`src/rtl/lz4_pkg.sv`:
```
// Shared widths and the packer state encoding for the LZ4/Huffman output path.
package lz4_pkg;

    localparam int BYTE_W = 8;
    localparam int WORD_W = 32;

    typedef enum logic [1:0] {
        ST_IDLE  = 2'd0,
        ST_FILL  = 2'd1,
        ST_DRAIN = 2'd2,
        ST_DONE  = 2'd3
    } pack_state_t;

    // Place byte b into lane `lane` of word, MSB-first (lane 0 = [31:24]).
    function automatic logic [WORD_W-1:0] lane_insert(input logic [WORD_W-1:0] word,
                                                      input logic [1:0]        lane,
                                                      input logic [BYTE_W-1:0] b);
        logic [WORD_W-1:0] r;
        r = word;
        r[(WORD_W - 1 - BYTE_W * int'(lane)) -: BYTE_W] = b;
        return r;
    endfunction

endpackage

```
`src/rtl/byte_pack_skid.sv`:
```
// One-word pending register between the byte accumulator and the output FIFO.
module byte_pack_skid
    import lz4_pkg::*;
(
    input  logic              clk,
    input  logic              clr,
    input  logic              load,
    input  logic [WORD_W-1:0] load_word,
    input  logic              load_last,
    input  logic [1:0]        load_pad,
    input  logic              fifo_full,
    output logic              pend_valid,
    output logic [WORD_W-1:0] pend_word,
    output logic              pend_last,
    output logic [1:0]        pend_pad,
    output logic              wr_en
);

    // Handshake: a word transfers to the FIFO in any cycle where pend_valid is
    // high and fifo_full is low (wr_en). The producer may assert load only when
    // pend is empty or is transferring in that same cycle; a same-cycle load wins.
    assign wr_en = pend_valid && !fifo_full && !clr;

    always_ff @(posedge clk) begin
        if (clr) begin
            pend_valid <= 1'b0;
            pend_word  <= '0;
            pend_last  <= 1'b0;
            pend_pad   <= 2'd0;
        end else if (load) begin
            pend_valid <= 1'b1;
            pend_word  <= load_word;
            pend_last  <= load_last;
            pend_pad   <= load_pad;
        end else if (wr_en) begin
            pend_valid <= 1'b0;
            pend_word  <= '0;
            pend_last  <= 1'b0;
            pend_pad   <= 2'd0;
        end
    end

endmodule

```
`src/rtl/byte_packing.sv`:
```
// Packs the encoder byte stream MSB-first into 32-bit FIFO words, zero-padding
// the final partial word and reporting pad count and words written.
module byte_packing
    import lz4_pkg::*;
(
    input  logic              clk,
    input  logic              rst,
    input  logic              pack_en,
    input  logic [BYTE_W-1:0] byte_in,
    input  logic              byte_valid,
    input  logic              byte_last,
    output logic              byte_ready,
    input  logic              fifo_full,
    output logic              wr_fifo_en,
    output logic [WORD_W-1:0] fifo_wdata,
    output logic [1:0]        last_pad,
    output logic [WORD_W-1:0] word_cnt,
    output logic              pack_done
);

    pack_state_t       state, state_nxt;
    logic [WORD_W-1:0] acc;
    logic [1:0]        acc_cnt;
    logic              clr;
    logic              accept;
    logic              complete;
    logic [WORD_W-1:0] new_word;
    logic              pend_valid;
    logic              pend_last;
    logic [1:0]        pend_pad;

    assign clr      = rst || !pack_en;
    assign accept   = byte_valid && byte_ready;
    assign complete = accept && (acc_cnt == 2'd3 || byte_last);
    assign new_word = lane_insert(acc, acc_cnt, byte_in);

    // Any completing byte (lane 3 or byte_last) needs pend free or draining now.
    assign byte_ready = pack_en && (state == ST_FILL) &&
                        (!pend_valid || !fifo_full || (acc_cnt != 2'd3 && !byte_last));

    assign last_pad  = pend_last ? pend_pad : 2'd0;
    assign pack_done = (state == ST_DONE);

    always_ff @(posedge clk) begin
        if (clr) begin
            state <= ST_IDLE;
        end else begin
            state <= state_nxt;
        end
    end

    always_comb begin
        state_nxt = state;
        case (state)
            ST_IDLE:  state_nxt = ST_FILL;
            ST_FILL:  if (accept && byte_last) state_nxt = ST_DRAIN;
            ST_DRAIN: if (wr_fifo_en && pend_last) state_nxt = ST_DONE;
            ST_DONE:  state_nxt = ST_FILL;
            default:  state_nxt = ST_IDLE;
        endcase
    end

    always_ff @(posedge clk) begin
        if (clr || complete) begin
            acc     <= '0;
            acc_cnt <= 2'd0;
        end else if (accept) begin
            acc     <= new_word;
            acc_cnt <= acc_cnt + 2'd1;
        end
    end

    always_ff @(posedge clk) begin
        if (clr) begin
            word_cnt <= '0;
        end else if (wr_fifo_en) begin
            word_cnt <= word_cnt + 32'd1;
        end
    end

    byte_pack_skid u_skid (
        .clk        (clk),
        .clr        (clr),
        .load       (complete),
        .load_word  (new_word),
        .load_last  (byte_last),
        .load_pad   (2'd3 - acc_cnt),
        .fifo_full  (fifo_full),
        .pend_valid (pend_valid),
        .pend_word  (fifo_wdata),
        .pend_last  (pend_last),
        .pend_pad   (pend_pad),
        .wr_en      (wr_fifo_en)
    );

endmodule

```
`config.mk`:
```
export PLATFORM = sky130hd
export DESIGN_NAME = byte_packing
export DESIGN_NICKNAME = d
export VERILOG_FILES = /design/src/rtl/lz4_pkg.sv /design/src/rtl/byte_pack_skid.sv /design/src/rtl/byte_packing.sv
export SDC_FILE = /design/constraint.sdc
export NUM_CORES = 1
export LEC_CHECK = 0
export ABC_CLOCK_PERIOD_IN_PS = 8720
export BUFFER_PORTS_ARGS = -buffer_cell sky130_fd_sc_hd__buf_4
export CELL_PAD_IN_SITES_DETAIL_PLACEMENT = 0
export CELL_PAD_IN_SITES_GLOBAL_PLACEMENT = 1
export CORE_UTILIZATION = 45
export CTS_CLUSTER_DIAMETER = 40
export DETAILED_ROUTE_END_ITERATION = 8
export PLACE_DENSITY_LB_ADDON = 0.1
export SYNTH_ARGS = -nofsm -noshare
export SYNTH_HDL_FRONTEND = slang
export SYNTH_HIERARCHICAL = 1
export SYNTH_SLANG_ARGS = --single-unit
export TNS_END_PERCENT = 20
```
`constraint.sdc`:
```
create_clock -name clk -period 8.72 [get_ports clk]
set_input_delay 0.872 -clock clk [delete_from_list [all_inputs] [get_ports clk]]
set_output_delay 0.872 -clock clk [all_outputs]
set_load 0.1 [all_outputs]
```
Word-level counts from Yosys, hierarchy flattened
Index checks and enable logic that the tools add are counted.

cells by class
  mux-type cells = 12
  add/sub/neg operators = 5
  reductions and logical operators = 23
  shifts and indexed selects = 2
  eq/ne operators = 7

operator list
  operator                 number
  $mux 32                  2
  $shift 8x33->39 const A  1
  $shiftx 8x33->39         1
  $neg 6->33               1
  $add 32x1->32 const B    1
  $bwmux 32                1
  $mux 2                   5
  $logic_and 1x1->1        9
  $eq 2x2->1 const B       3
  $pmux 2 s3               1
  $sub 5x5->6 const A      1
  $logic_not 1->1          5
  $logic_or 1x1->1         5
  $ne 2x2->1 const B       2
  $mux 1                   3
  $add 2x1->2 const B      1
  $eq 2x1->1 const B       1
  $logic_not 2->1          1
  $ne 2x1->1 const B       1
  $reduce_and 2->1         1
  $reduce_bool 2->1        1
  $reduce_or 2->1          1
  $sub 2x2->2 const A      1

word-level totals
  output and inout bits = 69
  register bits after elaboration = 104
  input bits = 14
  logic and storage cells = 57

Depth between registers and ports, before layout
  depth in word-level cells = 8
  gate-level depth with buffers = 14
  mapped depth without buffers = 8

By module
The synthesis kept the hierarchy.

by module, submodules not included
  module          cells an instance  sequential area each (µm²)  area an instance (µm²)  instances
  byte_packing    456                1361.3                      3592.2                  1
  byte_pack_skid  161                720.7                       1435.1                  1

Worst setup path before layout
Ideal clock, no wire load.

  path kind = input to register
  start point = input port pack_en
  end point = register word_cnt[22]
  stages = 13
  required time = 8.650 ns
  slack = 3.694 ns
  data arrival time = 4.956 ns
  library setup time = 0.070 ns
  path through = nor2b_1 -> clkbuf_1 -> inv_1 -> clkbuf_1 -> buf_2 -> buf_2 -> nor2_1 -> buf_4 -> nand4_4 -> or4_4 -> buf_6 -> or4_1 -> a21oi_1

on the way
  cells in the longest elaborated chain, start to end = 4

RTL lines
  item                  RTL line              text
  from (decl)           byte_packing.sv:8     input logic pack_en,
  $logic_not 1->1       byte_packing.sv:32    assign clr = rst || !pack_en;
  $logic_or 1x1->1      byte_packing.sv:32
  named net clr         byte_packing.sv:24    logic clr;
  $logic_not 1->1       byte_pack_skid.sv:22  assign wr_en = pend_valid && !fifo_full && !clr;
  $logic_and 1x1->1     byte_pack_skid.sv:22
  named net wr_fifo_en  byte_packing.sv:14    output logic wr_fifo_en,
  to (signal assigned)  byte_packing.sv:77    word_cnt <= word_cnt + 32'd1;
  to (decl)             byte_packing.sv:17    output logic [WORD_W-1:0] word_cnt,

The timed path passes the listed nets, and every way through them passes these cells.
A chain may end at the register's enable or synchronous reset.

Worst setup path after layout
  start point = input port pack_en
  end point = register word_cnt[24]

on the way
  cells in the longest elaborated chain, start to end = 4

RTL lines
  item                  RTL line
  $logic_not 1->1 (*)   byte_packing.sv:32
  $logic_or 1x1->1 (*)  byte_packing.sv:32
  $logic_not 1->1       byte_pack_skid.sv:22
  $logic_and 1x1->1     byte_pack_skid.sv:22

Every way passes the cells marked *; elsewhere a longest branch is shown, timed or not.

==> key figures <==
Routing
  • Residual DRC: 0
  • DR WL/cell: 15.0 um
  • Initial DRC Count: 219
  • First-pass DRT Iterations: 4
  • Detailed Route WL: 12300 um
  • Via density: 5.37
  • Routed vias: 4397
  • Final ANT Viol Nets: 0

Worst setup path
  • Worst setup EP type: flip-flop
  • CP required: 9.02 ns
  • Largest stage delay on the critical path: 0.65 ns
  • WS Path Type: in2reg
  • Critical-path top delay cell: or4_4
  • CP Max Fanout: 11
  • Startpoint Class: primary input
  • Arr. time, crit path: 3.70 ns
  • Crit path cell chain: buf_4 > nor2b_1 > inv_2 > nor2_1 > nand4_4 > or4_4 > or4_1 > a21oi_1
  • R2R Setup Slk: 5.42 ns

Synth
  • Netlist cell types: 51
  • Sequential share of the synthesized area: 41.4%
  • Syn Inst Count: 617
  • Post-synth EDFFs: 0
  • Asr flop ratio synth: 0%
  • Syn Nets: 639
  • Syn Area/Cell: 8.15 um^2
  • Post-Syn Area: 5030 um^2
  • Leading register cell type out of synthesis: dfxtp_1
  • Synth warnings: 6
  • Yosys reg bits: 104

Pwr
  • Worst vdd ir: 0.0700 mV
  • PwrDens: 151 nW/um^2
  • Pleak: 2.18 nW
  • Power, Total: 0.000884 W

CTS
  • CTS sink count: 104
  • Post-CTS Setup Bufs: 0
  • Post-CTS resize count: 0
  • Clk buf depth: 2
  • Clk_lat worst skew: 0.36 ns
  • Clock-pin slew on the worst setup and hold paths: 0.10 ns
  • Post-CTS Hold Buffers: 0
  • CTS buffer count: 9
  • Root Buffer: clkbuf_8
  • CTS tree: built
  • H-tree levels: 3

GRT
  • Vias in the first global route: 4064
  • Largest net degree at the start of global routing: 68
  • Antenna violations before repair: 0
  • First-pass GRT wire length: 20100 um
  • Grt ovf: 0
  • GRT Total Usage: 22.1%

Finish
  • N_diodes: 0
  • Most common cell after layout, fill and taps aside: dfxtp_1
  • Area Overhead vs Synth: 16.9%
  • Commonest non-fill, non-tap cells in the layout: dfxtp_1, buf_4, nand2_1
  • Share of layout cells above drive strength 1: 16.6%
  • Final core occ: 54.2%
  • Nets: 696
  • Design area: 5880 um^2

Timing
  • Worst Max-Slew Pin Slew: 0.932 ns
  • Period Utilization, post-route: 39.1%
  • Tmin final: 3.41 ns
  • Finish-stage setup viols: 0
  • Slew Limit Fails: 0
  • RSZ-0062 raised after global routing: false
  • Max-slew headroom: 37.7%
  • Peak Freq: 0.294 GHz
  • Clock skew: 0.00954 ns
  • Count of final hold-check violations: 0
  • Setup TNS: 0 ns

Placement
  • Hpwl dp: 8070 um
  • Post-DP Area: 5640 um^2
  • Gpl congestion: 0.774
  • PortBufs: 82

Die
  • Core area: 10800 um^2
  • Initial core utilization: 46.4%
  • Die height: 108 um
  • Ports: 83
  • Num rows: 38
  • Die Area: 11600 um^2
  • Die width: 108 um

Run
  • MaxCap Viol Count: 0

Hold path
  • HP Class: reg2reg

Run status
  • Status: complete, no violations
## cells by family after synthesis
family	Yosys count	synth area share, %
multiplexers	3	0.597
AND/OR/NAND/NOR	226	24.0
adder cells (fa/ha/maj)	8	1.99
XOR/XNOR	12	2.09
buffers and inverters	108	9.51
flip-flops	104	41.4
AO/OA/AOI/OAI	156	20.4
## metal layers
layer,global-route usage (%),wire [um]
met5,0,0
met4,8.71,194
met2,34.2,5500
met3,3.93,713
met1,30.3,5860
## cells in the mapped netlist, types with 5 or more instances
master	n	share of area [%]
o21ai_0	14	1.4
nand3b_1	35	5.2
and4_1	6	1.0
nand4_1	9	1.1
xnor2_1	5	0.87
a221oi_1	8	1.4
inv_1	66	4.9
nand2_1	83	6.2
ha_1	8	2.0
nand3_1	9	0.90
buf_2	9	0.90
a21oi_1	55	5.5
or4_1	14	2.1
o21a_1	24	3.6
clkbuf_1	26	1.9
a211oi_1	32	4.8
nor2_1	42	3.1
o31ai_1	12	1.8
dfxtp_1	104	41
xor2_1	7	1.2
## flip-flops by register name, indices dropped and copies added, names as in the netlist
signal and count:
state 2, u_skid/pend_pad 2, u_skid/pend_word 32, acc_cnt 2
acc 32, u_skid/pend_last 1, word_cnt 32, u_skid/pend_valid 1
## power breakdown
group / internal, W / switching [W] / total (W) / leakage (nW)
sequential: 0.000478 / 0.00000196 / 0.000480 / 0.838
combinational: 0.0000153 / 0.0000328 / 0.0000481 / 1.23
clock: 0.000190 / 0.000167 / 0.000357 / 0.116
total: 0.000683 / 0.000202 / 0.000884 / 2.18
## worst max-delay path: cells and delay by family
| family | cells | cell delay (ns) |
|---|---|---|
| AND/OR/NAND/NOR | 5 | 2.49 |
| buffers and inverters | 2 | 0.17 |
| AO/OA/AOI/OAI | 1 | 0.16 |
## path summary, 6_finish.rpt
| check | from | to | depth (start not counted) |
|---|---|---|---|
| hold / removal | acc[21]$_SDFFE_PP0N_ | acc[21]$_SDFFE_PP0N_ | 2 |
| hold reg to reg | acc[21]$_SDFFE_PP0N_ | acc[21]$_SDFFE_PP0N_ | 2 |
| setup / recovery | pack_en | word_cnt[24]$_SDFFE_PP0P_ | 8 |
| setup reg to reg | acc_cnt[0]$_SDFFE_PP0N_ | u_skid/pend_word[3]$_SDFFE_PP0P_ | 7 |
## metrics by stage
stage	instances	setup WS [ns]	hold slack (ns)
global placement	803	5.10	0.461
floorplan	617	3.69	0.450
CTS	819	5.33	0.484
finish	819	5.31	0.482
detailed placement	803	4.97	0.467
global route	819	5.11	0.506
## layout make-up
class | count | area (um^2)
Fill cell | 1059 | 4960
Multi-Input combinational cell | 405 | 2480
Sequential cell | 104 | 2080
Timing Repair Buffer | 87 | 653
Inverter | 67 | 251
Tap cell | 140 | 175
Clock buffer | 10 | 128
Clock inverter | 6 | 108
Power figures use the tool's default switching activity.
